[config.mk]
export PLATFORM = sky130hd
export DESIGN_NAME = fbosc_seq
export DESIGN_NICKNAME = d
export VERILOG_FILES = /design/src/rtl/fbosc_seq_pkg.sv /design/src/rtl/fbosc_pair.sv /design/src/rtl/fbosc_seq.sv
export SDC_FILE = /design/constraint.sdc
export NUM_CORES = 1
export LEC_CHECK = 0
export ABC_CLOCK_PERIOD_IN_PS = 3200
export CORE_ASPECT_RATIO = 1.75
export CORE_MARGIN = 8
export CORE_UTILIZATION = 52
export CTS_BUF_LIST = sky130_fd_sc_hd__clkbuf_8
export DETAILED_ROUTE_END_ITERATION = 8
export HOLD_SLACK_MARGIN = 0.12
export PLACE_DENSITY = 0.87
export SKIP_LAST_GASP = 1
export SYNTH_ARGS = -nofsm -noshare
export SYNTH_HDL_FRONTEND = slang
export SYNTH_SLANG_ARGS = --single-unit
[constraint.sdc]
create_clock -name clk -period 3.2 [get_ports clk]
set_clock_uncertainty 0.1 [all_clocks]
set_input_delay 0.32 -clock clk [delete_from_list [all_inputs] [get_ports clk]]
set_output_delay 0.32 -clock clk [all_outputs]
set_load 0.01 [all_outputs]
[src/rtl/fbosc_seq_pkg.sv]
// Shared types and reset constants for the fbosc_seq swap-pair sequencer.
package fbosc_seq_pkg;

    typedef enum logic [1:0] {
        IDLE = 2'd0,
        RUN  = 2'd1,
        DONE = 2'd2
    } state_t;

    // Per-bit reset patterns; replicate to any width as {W{Y*_RST_BIT}}.
    localparam logic Y1_RST_BIT = 1'b0;
    localparam logic Y2_RST_BIT = 1'b1;

    function automatic logic [63:0] y1_rst64();
        return {64{Y1_RST_BIT}};
    endfunction

    function automatic logic [63:0] y2_rst64();
        return {64{Y2_RST_BIT}};
    endfunction

endpackage

[src/rtl/fbosc_pair.sv]
// Two W-bit registers that either load a seed pair or swap contents; no control logic.
module fbosc_pair
    import fbosc_seq_pkg::*;
#(
    parameter int W = 8
) (
    input  logic         clk_i,
    input  logic         rst_i,
    input  logic         load_i,
    input  logic         swap_i,
    input  logic [W-1:0] seed1_i,
    input  logic [W-1:0] seed2_i,
    output logic [W-1:0] y1_o,
    output logic [W-1:0] y2_o
);

    logic [W-1:0] y1_q, y1_d;
    logic [W-1:0] y2_q, y2_d;

    // Load wins over swap so a reseed is never mixed with a swap.
    always_comb begin
        y1_d = y1_q;
        y2_d = y2_q;
        if (load_i) begin
            y1_d = seed1_i;
            y2_d = seed2_i;
        end else if (swap_i) begin
            y1_d = y2_q;
            y2_d = y1_q;
        end
    end

    always_ff @(posedge clk_i) begin
        if (rst_i) begin
            y1_q <= {W{Y1_RST_BIT}};
            y2_q <= {W{Y2_RST_BIT}};
        end else begin
            y1_q <= y1_d;
            y2_q <= y2_d;
        end
    end

    assign y1_o = y1_q;
    assign y2_o = y2_q;

endmodule

[src/rtl/fbosc_seq.sv]
// Seeds a swap pair, runs a counted number of swaps with stall, then pulses done.
// Optional: FBOSC_SEQ_AUTORESTART_EN lets start in DONE begin the next run directly.
module fbosc_seq
    import fbosc_seq_pkg::*;
#(
    parameter int W     = 8,
    parameter int CNT_W = 8
) (
    input  logic             clk,
    input  logic             rst,
    input  logic             start,
    input  logic [W-1:0]     seed1,
    input  logic [W-1:0]     seed2,
    input  logic [CNT_W-1:0] cycles,
    input  logic             hold,
    output logic             busy,
    output logic             done,
    output logic [W-1:0]     y1,
    output logic [W-1:0]     y2,
    output logic [CNT_W-1:0] swaps
);

    state_t           state_q, state_d;
    logic [CNT_W-1:0] cnt_q, cnt_d;
    logic [CNT_W-1:0] swaps_q, swaps_d;
    logic             load, swap;
    logic             last_swap;

    // Compare one bit wider so the all-ones count terminates before any wrap.
    assign last_swap = ({1'b0, swaps_q} + {{CNT_W{1'b0}}, 1'b1}) == {1'b0, cnt_q};

    always_ff @(posedge clk) begin
        if (rst) begin
            state_q <= IDLE;
            cnt_q   <= '0;
            swaps_q <= '0;
        end else begin
            state_q <= state_d;
            cnt_q   <= cnt_d;
            swaps_q <= swaps_d;
        end
    end

    always_comb begin
        state_d = state_q;
        case (state_q)
            IDLE: if (start) state_d = (cycles != '0) ? RUN : DONE;
            RUN:  if (!hold && last_swap) state_d = DONE;
            DONE: begin
`ifdef FBOSC_SEQ_AUTORESTART_EN
                if (start) state_d = (cycles != '0) ? RUN : DONE;
                else       state_d = IDLE;
`else
                state_d = IDLE;
`endif
            end
            default: state_d = IDLE;
        endcase
    end

    always_comb begin
        busy = (state_q == RUN);
        done = (state_q == DONE);
`ifdef FBOSC_SEQ_AUTORESTART_EN
        load = start && ((state_q == IDLE) || (state_q == DONE));
`else
        load = start && (state_q == IDLE);
`endif
        swap = (state_q == RUN) && !hold;
    end

    always_comb begin
        cnt_d   = cnt_q;
        swaps_d = swaps_q;
        if (load) begin
            cnt_d   = cycles;
            swaps_d = '0;
        end else if (swap) begin
            swaps_d = swaps_q + {{(CNT_W-1){1'b0}}, 1'b1};
        end
    end

    fbosc_pair #(.W(W)) u_pair (
        .clk_i   (clk),
        .rst_i   (rst),
        .load_i  (load),
        .swap_i  (swap),
        .seed1_i (seed1),
        .seed2_i (seed2),
        .y1_o    (y1),
        .y2_o    (y2)
    );

    assign swaps = swaps_q;

endmodule

==> metrics.md, run 1 <==
| Metric | Value |
|---|---|
| Synth Area per Inst | about 7.6 µm² |
| FF+latch count, synth | 34 |
| DRT iter0 DRCs | between 40 and 50 |
| Critical Path Sink Type | flip-flop |
| Die Width | 60.2 µm |
| Final slew viol count | 0 |
| TNS Setup | 0 ps |
| # DRC | 0 |
| Worst vdd ir | 400 µV |
| CTS Sinks | 34 |
| CP Launch Type | flip-flop |
| Main area contributors after synthesis | dfxtp_1 (38%), nand2_1 (12%), nor2_1 (6.3%), a311oi_1 (4.4%), a21oi_1 (3.9%) |
| CTS tree | built |
| Fin nets | 307 |
| Reg-to-reg endpoint | state_q[0] |
| Worst-margin pin slew | around 900 ps |
| Register area share after synthesis | 38.3% |
| Top cells by count, synth | nand2_1 (56), dfxtp_1 (34), nor2_1 (30), a21oi_1 (14), clkbuf_1 (11) |
| Arr. time, crit path | 2220 ps |
| Max Fclk | 0.457 GHz |
| Layout cells sized above 1 | 7.89% |
| Worst Setup SP | swaps[0] |
| Clk root buf | clkbuf_8 |
| Yosys top cell area share | 38.3% |
| R2r worst-path depth | 5 |
| RePlAce Congestion | 0.831 |
| Clock-pin slew on the worst setup and hold paths | 70 ps |
| Largest net degree at the start of global routing | 43 |
| Final period utilization | 68.3% |
| Worst slew margin | 38.0% |
| Worst setup path class | reg2reg |
| Max FO, Critical Path | 9 |
| First-pass GRT wire length | 8.19 mm |
| Final Power | around 1000 µW |
| Final setup vio count | 0 |
| Final WS setup | 1010 ps |
| Min-Delay Path Class | reg2reg |
| Gr usage total | 18.6% |
| DRT Wirelength | 4.97 mm |
| DR WL/cell | 15.3 µm |
| Pleak | ~0.0009 µW |
| IO buf count | 53 |
| RSZ-0062 raised after global routing | false |
| Post-Syn Instances | between 200 and 250 |
| CTS H-tree lvls | 2 |
| Finished Core Util | 71.1% |
| Worst r2r src | swaps[0] |
| Max cap viols | 0 |
| Reg2Reg Setup Slack | around 1000 ps |
| ANT cells | 0 |
| DRT antenna net count | 0 |
| Syn Nets | 262 |
| Total CTS buffers | 5 |
| Post-CTS Resized | 0 |
| Die Span Y | 93.3 µm |
| Post-DP HPWL | 3.64 mm |
| Die Area | 5620 µm² |
| Async SR Flop Fraction | 0% |
| Io pins | 54 |
| Post-synth EDFFs | 0 |
| Area of the core | 3330 µm² |
| Netlist cell types | 40 |
| Clk_lat worst skew | about 280 ps |
| Worst setup endpoint | state_q[0] |
| # rows | 28 |
| Max Root-Sink Buffers | 2 |
| Initial Utilization | 53.4% |
| Worst Path Required | 3230 ps |
| Detailed Routing Iterations Pass 1 | 4 |
| Worst slack at placement | about 1000 ps |
| Routed vias/inst | 5.54 |
| P&R area growth vs syn | 33.2% |
| Yosys warnings | 0 |
| Vias in the first global route | 1,876 |
| Status | completed |
| Setup Fix Bufs, Post-CTS | 0 |
| Yosys top cell by area | dfxtp_1 |
| Pwr Density | 422 nW/µm² |
| Minimum clock period | 2190 ps |
| Number of vias in the routed layout | 1,795 |
| Top_reg_cell synth | dfxtp_1 |
| Initial antenna violation count | 0 |
| Top-count cell post-synth | nand2_1 |
| Synthesized area | 1780 µm² |
| Total gr overflow | 0 |
| Final Hold Viols | 0 |
| Hold_buf cts | 0 |
## cell usage in the layout, fill, tap and decap left out, types with 2 or more instances in the layout
master           netlist  final
xnor2_1                5      5
and2_1                 2      2
and4_2                 2      2
dfxtp_1               34     34
clkbuf_8               1      6
nand2_1               56     56
or2_2                  8      8
nor2_1                30     30
clkdlybuf4s50_1        0     53
a31oi_1                8      8
inv_1                  4      5
buf_4                  1      2
nand2b_1               2      2
or2b_1                 2      2
a311oi_1               9      9
xor2_1                 6      6
a21oi_1               14     14
nor3_1                 2      2
nand4_1                4      4
or4_1                  2      2
o21ai_0                3      3
nand3_1                6      6
nor2b_1                2      2
## state kept, by name, indices dropped and copies added, names as in the netlist
| register | count |
|---|---|
| state_q | 2 |
| u_pair.y1_o | 8 |
| swaps | 8 |
| cnt_q | 8 |
| u_pair.y2_o | 8 |
## routing by layer
layer / global-route usage [%] / part of all wire [%] / vias to the layer above
met4: 7.21 / 1.8 / 0
met5: 0 / 0 / -
met3: 4.95 / 5.0 / 8
li1: - / - / 885
met2: 35.5 / 59 / 41
met1: 17.3 / 35 / 861
## through the flow
stage,instances,hold WS [ps],area (µm²)
global route,324,414,2370
global placement,316,359,2270
CTS,324,385,2370
finish,324,382,2370
detailed placement,316,368,2270
floorplan,233,348,1780
## power breakdown
group / internal (µW) / switching, µW / total [µW]
Combinational: 106 / 94.5 / 201
Sequential: 452 / 25.2 / 477
Clock: 170 / 151 / 321
Total: 728 / 271 / 999
## cells by family (layout without fill, tap and decap cells)
group                    after synthesis  in the layout  synth area share (%)
AND/OR/NAND/NOR                      124            124                  32.4
AO/OA/AOI/OAI                         41             41                  15.8
flip-flops                            34             34                  38.3
buffers and inverters                 21             67                  6.69
XOR/XNOR                              11             11                  5.42
adder cells (fa/ha/maj)                2              2                  1.34
## how the worst min path moves through the flow
| stage | start | slack (ps) | end | cells after the start |
|---|---|---|---|---|
| after global routing | cnt_q[1] | 410 | cnt_q[1] | 2 |
| after detailed placement | cnt_q[3] | 370 | cnt_q[3] | 2 |
| after global placement | cnt_q[3] | 360 | cnt_q[3] | 2 |
| after floorplan | cnt_q[0] | 350 | cnt_q[0] | 2 |
| final | cnt_q[0] | 380 | cnt_q[0] | 2 |
| after CTS | cnt_q[0] | 380 | cnt_q[0] | 2 |
## worst max-delay path: stages (launching register included)
cell	delay [ps]
dfxtp_1	380
ha_1	330
maj3_2	330
a2111o_1	420
a2111oi_2	340
a311oi_1	140
## final cells by class
cell class / count / area, µm²
timing repair buffer: 55 / 546
tap: 45 / 56.3
inverter: 4 / 15.0
fill: 279 / 962
clock buffer: 6 / 82.6
clock inverter: 2 / 8.76
multi-input combinational: 178 / 977
sequential: 34 / 681
No activity file was read; power rests on OpenSTA's default activity.
==> run 2: changes to the inputs <==
--- a/config.mk
+++ b/config.mk
@@ -5,14 +5,14 @@
 export SDC_FILE = /design/constraint.sdc
 export NUM_CORES = 1
 export LEC_CHECK = 0
-export ABC_CLOCK_PERIOD_IN_PS = 3200
+export ABC_CLOCK_PERIOD_IN_PS = 1920
 export CORE_ASPECT_RATIO = 1.75
 export CORE_MARGIN = 8
-export CORE_UTILIZATION = 52
+export CORE_UTILIZATION = 44
 export CTS_BUF_LIST = sky130_fd_sc_hd__clkbuf_8
 export DETAILED_ROUTE_END_ITERATION = 8
 export HOLD_SLACK_MARGIN = 0.12
-export PLACE_DENSITY = 0.87
+export PLACE_DENSITY = 0.79
 export SKIP_LAST_GASP = 1
 export SYNTH_ARGS = -nofsm -noshare
 export SYNTH_HDL_FRONTEND = slang
==> constraint.sdc (replaced) <==
create_clock -name clk -period 1.92 [get_ports clk]
set_clock_uncertainty 0.1 [all_clocks]
set_input_delay 0.192 -clock clk [delete_from_list [all_inputs] [get_ports clk]]
set_output_delay 0.192 -clock clk [all_outputs]
set_load 0.01 [all_outputs]
==> run 2 against run 1 <==
  * Maximum frequency up 17%
  * Sequential share of layout area down 2.4 points
  * Sequential power up 66%
  * Non-clock buffer count up 18
  * Worst setup slack worse by 960 ps
  * Combinational power up 83%
  * Global-route usage down 1.8 points
  * Highest routed layer unchanged
==> metrics.md, run 2 (synthesis results as in run 1) <==
| Metric | Value |
|---|---|
| Worst slew margin | 73.8% (+36 points) |
| Post-DP HPWL | 3.83 mm (+5.2%) |
| Area of the core | 3870 µm² (+16%) |
| Fin nets | 325 (+5.9%) |
| Worst Path Required | 1970 ps (-1260 ps) |
| # rows | 30 (+7.1%) |
| RSZ-0062 raised after global routing | false |
| Post-route insts no fill | 345 (+6.5%) |
| Max Fclk | 0.537 GHz (+17%) |
| First-pass GRT wire length | 8.83 mm (+7.8%) |
| Max FO, Critical Path | 5 (-4) |
| Worst slack at placement | -41.3 ps (-1040 ps) |
| Final slew viol count | 0 (unchanged) |
| Clock-pin slew on the worst setup and hold paths | 70 ps (about the same) |
| RePlAce Congestion | 0.848 (+2.0%) |
| Reg2Reg Setup Slack | 60 ps (-960 ps) |
| Die Width | 64.0 µm (+6.4%) |
| Worst vdd ir | 600 µV (+50%) |
| Total gr overflow | 0 (unchanged) |
| Clk root buf | clkbuf_8 |
| Largest stage delay on the critical path | 400 ps (-20 ps) |
| ANT cells | 0 (unchanged) |
| Routed vias/inst | 5.34 (-3.5%) |
| Pwr Density | 688 nW/µm² (+63%) |
| Number of vias in the routed layout | 1,844 (+2.7%) |
| Final Hold Viols | 0 (unchanged) |
| CP Depth | 6 (+1) |
| Gr usage total | 16.7% (-1.8 points) |
| CP bufs+invs | 1 (+1) |
| Worst setup endpoint | state_q[0] |
| Worst setup path class | reg2reg |
| R2r worst-path depth | 6 (+1) |
| DR WL/cell | 15.3 µm (-0.24%) |
| Layout cells sized above 1 | 15.2% (+7.3 points) |
| Vias in the first global route | 1,875 (-0.053%) |
| CTS tree | built |
| Initial antenna violation count | 0 (unchanged) |
| DRT antenna net count | 0 (unchanged) |
| P&R area growth vs syn | 45.8% |
| Status | completed |
| Io pins | 54 (unchanged) |
| Worst Hold Launch | cnt_q[3] |
| Worst-margin pin slew | 391 ps (-536 ps) |
| Arr. time, crit path | 1920 ps (-300 ps) |
| Final period utilization | 97.0% (+29 points) |
| Crit-path slowest cell | a211oi_1 |
| Worst r2r src | swaps[0] |
| Die Area | 6410 µm² (+14%) |
| Min-Delay Path Class | reg2reg |
| CTS Sinks | 34 (unchanged) |
| Total CTS buffers | 5 (unchanged) |
| WHS | 372 ps (-10.7 ps) |
| Final setup vio count | 0 (unchanged) |
| Max Root-Sink Buffers | 2 (unchanged) |
| Largest net degree at the start of global routing | 35 (-19%) |
| Max cap viols | 0 (unchanged) |
| DRT Wirelength | 5.28 mm (+6.2%) |
| Final WS setup | 58.2 ps (-955 ps) |
| Worst Setup SP | swaps[0] |
| Minimum clock period | 1860 ps (-325 ps) |
| DRT iter0 DRCs | 61 (+45%) |
| CTS H-tree lvls | 2 (unchanged) |
| Crit-path cells | buf_4, and4_1, a211oi_1, nor4_4, a2111oi_4, a311oi_1 |
| Critical Path Sink Type | flip-flop |
| Detailed Routing Iterations Pass 1 | 4 (unchanged) |
| Most frequent cells in the layout | nand2_1 (56), clkdlybuf4s50_1 (53), dfxtp_1 (32), nor2_1 (30), buf_4 (18) |
| Pleak | 0.000994 µW (+13%) |
| Die Span Y | 100 µm (+7.2%) |
| # DRC | 0 (unchanged) |
| Critical path's top delay family | compound AO/OA/AOI/OAI gates |
| Commonest non-fill, non-tap cell in the layout | nand2_1 |
| Placed Cells | 337 (+6.6%) |
| Clk_lat worst skew | 280 ps (about the same) |
| CP Launch Type | flip-flop |
| # fillers | 334 (+20%) |
| IO buf count | 53 (unchanged) |
| Initial Utilization | 46.0% (-7.4 points) |
| Setup Fix Bufs, Post-CTS | 0 (unchanged) |
| Reg-to-reg endpoint | state_q[0] |
## run 2: stage by stage
stage / cell area [µm²] / utilization (%) / setup TNS [ps] / power (µW)
global placement: 2450 / 63.4 / -8.29 / 1160
detailed placement: 2450 / 63.4 / -75.2 / 1170
CTS: 2570 / 66.5 / 0 / 1790
global route: 2590 / 67.0 / 0 / 1860
floorplan: 1790 / - / 0 / 977
finish: 2590 / 67.0 / 0 / 1780
## run 2: cell type report
cell class	count	area, µm²	share of cell area (%)
multi-input combinational	178	1020	39.3
clock buffer	8	110	4.25
sequential	34	683	26.4
timing repair buffer	73	706	27.2
tap	48	60.1	2.32
inverter	4	15.0	0.579
## run 2: repair_timing
item                                   4_1_cts  5_1_grt
setup endpoints to repair                    2        2
hold buffers                                 0        0
pin swaps                                    1        0
endpoints found under the hold margin        0        0
gates resized for setup                      2        3
## run 2: report_power, final
group          switching [µW]  total [µW]  leakage, µW  internal [µW]
Sequential               38.9         792     0.000280            753
Combinational             165         367     0.000657            202
Clock                     261         623    0.0000575            362
Total                     464        1780     0.000994           1320
## run 2: worst min-delay path by stage
| stage | cells past startpoint | to | slack [ps] |
|---|---|---|---|
| 2_1_floorplan | 2 | cnt_q[0] | 230 |
| 4_1_cts | 2 | cnt_q[3] | 370 |
| 3_3_place_gp | 2 | cnt_q[3] | 360 |
| 3_5_place_dp | 2 | cnt_q[3] | 360 |
| 5_1_grt | 2 | cnt_q[1] | 400 |
| 6_report | 2 | cnt_q[3] | 370 |
## run 2: worst reg2reg max path: stages (launching register included)
cell,delay (ps)
dfxtp_2,340
buf_4,130
and4_1,190
a211oi_1,400
nor4_4,110
a2111oi_4,320
a311oi_1,150
## run 2: metal layers
layer	vias to the layer above	share of wire (%)	GRT usage, %
met5	-	0	0
met4	0	2.1	8.29
met3	8	4.8	3.91
met2	61	52	29.7
met1	854	41	17.8
li1	921	-	-
==> run 3: changes to the inputs <==
--- a/config.mk
+++ b/config.mk
@@ -5,7 +5,7 @@
 export SDC_FILE = /design/constraint.sdc
 export NUM_CORES = 1
 export LEC_CHECK = 0
-export ABC_CLOCK_PERIOD_IN_PS = 1920
+export ABC_CLOCK_PERIOD_IN_PS = 1700
 export CORE_ASPECT_RATIO = 1.75
 export CORE_MARGIN = 8
 export CORE_UTILIZATION = 44
==> constraint.sdc (replaced) <==
create_clock -name clk -period 1.7 [get_ports clk]
set_clock_uncertainty 0.1 [all_clocks]
set_input_delay 0.17 -clock clk [delete_from_list [all_inputs] [get_ports clk]]
set_output_delay 0.17 -clock clk [all_outputs]
set_load 0.01 [all_outputs]
==> run 3 against run 2 <==
  * The run now ends with setup timing left
  * Routed wire length decreased by 0.11%
  * Non-clock buffer count increased by 12
  * Core utilization increased by 2.4 points
  * Via count increased by 3.9%
  * Power increased by 13%
  * Cell count increased by 3.5%
  * Design area increased by 3.5%
==> metrics.md, run 3 (synthesis results as in run 1) <==
| Metric | Value |
|---|---|
| Min-Delay Path Class | in2reg |
| Sw Ratio | 25.9% (-0.16 points) |
| ANT cells | 0 (unchanged) |
| Max cap viols | 0 (unchanged) |
| Gr usage total | 17.3% (+0.57 points) |
| Total CTS buffers | 5 (unchanged) |
| Clock-pin slew on the worst setup and hold paths | 70 ps (about the same) |
| Clk_lat worst skew | 280 ps (about the same) |
| Vias in the first global route | 1,994 (+6.3%) |
| Number of vias in the routed layout | 1,916 (+3.9%) |
| TNS Setup | -296 ps (-296 ps) |
| Worst setup path class | reg2reg |
| Worst slew margin | 78.7% (+4.9 points) |
| DRT iter0 DRCs | 33 (-46%) |
| Clk root buf | clkbuf_8 |
| Pleak | 0.00106 µW (+6.9%) |
| Int Pwr | 1490 µW (+13%) |
| CTS Sinks | 34 (unchanged) |
| Combinational share of power | 20.9% (+0.3 points) |
| Final Cell Area | 2680 µm² (+3.5%) |
| CTS tree | built |
| Routed vias/inst | 5.37 (+0.41%) |
| Minimum clock period | 1850 ps (-11.8 ps) |
| Die Span Y | 100 µm (unchanged) |
| Fin nets | 337 (+3.7%) |
| Pwr Density | 749 nW/µm² (+9.0%) |
| RSZ-0062 raised after global routing | true |
| DR WL/cell | 14.8 µm (-3.5%) |
| Io pins | 54 (unchanged) |
| Total gr overflow | 0 (unchanged) |
| RePlAce Congestion | 0.836 (-1.3%) |
| Multi-input gate area | 1020 µm² (+0.61%) |
| Post-DP HPWL | 3.99 mm (+4.2%) |
| Largest net degree at the start of global routing | 43 (+23%) |
| DRT Wirelength | 5.27 mm (-0.11%) |
| CP Launch Type | flip-flop |
| Die Area | 6410 µm² (unchanged) |
| # fillers | 331 (-0.90%) |
| Max Fclk | 0.541 GHz (+0.64%) |
| Worst slack at placement | -202 ps (-161 ps) |
| Status | complete, but fails checks |
| Detailed Routing Iterations Pass 1 | 4 (unchanged) |
| IO buf count | 53 (unchanged) |
| Worst Path Required | 1760 ps (-210 ps) |
| # rows | 30 (unchanged) |
| Sequential Power Share | 44.5% (about the same) |
| Final setup vio count | 2 (+2) |
| Max Root-Sink Buffers | 2 (unchanged) |
| Worst-margin pin slew | 317 ps (-73.7 ps) |
| Reg area | 693 µm² (+1.5%) |
| Finished Core Util | 69.4% (+2.4 points) |
| First-pass GRT wire length | 9.03 mm (+2.3%) |
| Post-DP Area | 2540 µm² (+3.8%) |
| Initial antenna violation count | 0 (unchanged) |
| Clock share of power | 34.6% (-0.4 points) |
| DRT antenna net count | 0 (unchanged) |
| Layout cells sized above 1 | 20.7% (+5.6 points) |
| Switching pwr | 521 µW (+12%) |
| Final period utilization | 109% (+12 points) |
| Initial Utilization | 46.0% (unchanged) |
| Max FO, Critical Path | 2 (-3) |
| # DRC | 0 (unchanged) |
| Final slew viol count | 0 (unchanged) |
| Most frequent cells in the layout | nand2_1 (56), clkdlybuf4s50_1 (51), buf_4 (31), nor2_1 (30), dfxtp_1 (28) |
| Arr. time, crit path | 1910 ps (about the same) |
| CTS H-tree lvls | 2 (unchanged) |
| Critical Path Sink Type | flip-flop |
| Area of the core | 3870 µm² (unchanged) |
| Final WS setup | -150 ps (-208 ps) |
| Worst vdd ir | 644 µV (+7.3%) |
| Commonest non-fill, non-tap cell in the layout | nand2_1 |
| Failing checks | setup timing |
| P&R area growth vs syn | 51.0% |
| Final Power | 2010 µW (+13%) |
| Die Width | 64.0 µm (unchanged) |
| Final Hold Viols | 0 (unchanged) |
[run 3: changes by cell type in the layout (fill, tap and decap cells not counted), moves of 2 or more]
cell / change
clkdlybuf4s50_1: -2
dfxtp_1: -4
buf_4: +13
dfxtp_4: +2
dfxtp_2: +2
dlygate4sd2_1: +2
[run 3: routing by layer]
metal | vias to the layer above | global-route usage (%) | wire length (µm)
met5 | - | 0 | 0
met4 | 0 | 10.4 | 184
met3 | 14 | 5.25 | 292
met2 | 57 | 30.0 | 2750
met1 | 899 | 17.6 | 2050
li1 | 946 | - | -
[run 3: worst max-delay path: stages, from the launching register on]
cell,delay [ps]
dfxtp_4,350
ha_4,240
xnor2_2,150
o2111ai_1,120
a2111o_1,390
a2111oi_4,230
a311oi_1,130
[run 3: through the flow]
stage | hold slack, ps | cells
floorplan | 206 | 233
global placement | 372 | 348
detailed placement | 378 | 348
CTS | 350 | 357
global route | 353 | 357
finish | 353 | 357
[run 3: timing repair]
action                                 CTS  global route
endpoints found under the hold margin    0             0
setup endpoints to repair                4             6
setup buffers                            1             0
hold buffers                             0             0
resized for setup                        7             4
pin swaps                                3             0
[run 3: layout make-up]
type / count / share of cell area, %
multi-input combinational: 178 / 38.2
timing repair buffer: 85 / 29.1
sequential: 34 / 25.8
clock buffer: 8 / 4.10
tap: 48 / 2.24
inverter: 4 / 0.560
[run 3: path summary, 6_finish.rpt]
| kind | to | slack (ps) | cells past startpoint | start |
|---|---|---|---|---|
| worst max-delay path | state_q[0] | -150 | 6 | swaps[1] |
| worst min-delay path | cnt_q[6] | 350 | 3 | cycles[6] |
| worst max register to register | state_q[0] | -150 | 6 | swaps[1] |
| worst min register to register | cnt_q[0] | 390 | 2 | cnt_q[0] |
[run 3: power by group through the flow]
stage / combinational [µW] / clock (µW) / sequential (µW)
5_1_grt: 462 / 747 / 901
3_3_place_gp: 411 / 0 / 911
4_1_cts: 424 / 714 / 894
6_report: 420 / 696 / 894
3_5_place_dp: 421 / 0 / 911
2_1_floorplan: 183 / 0 / 922
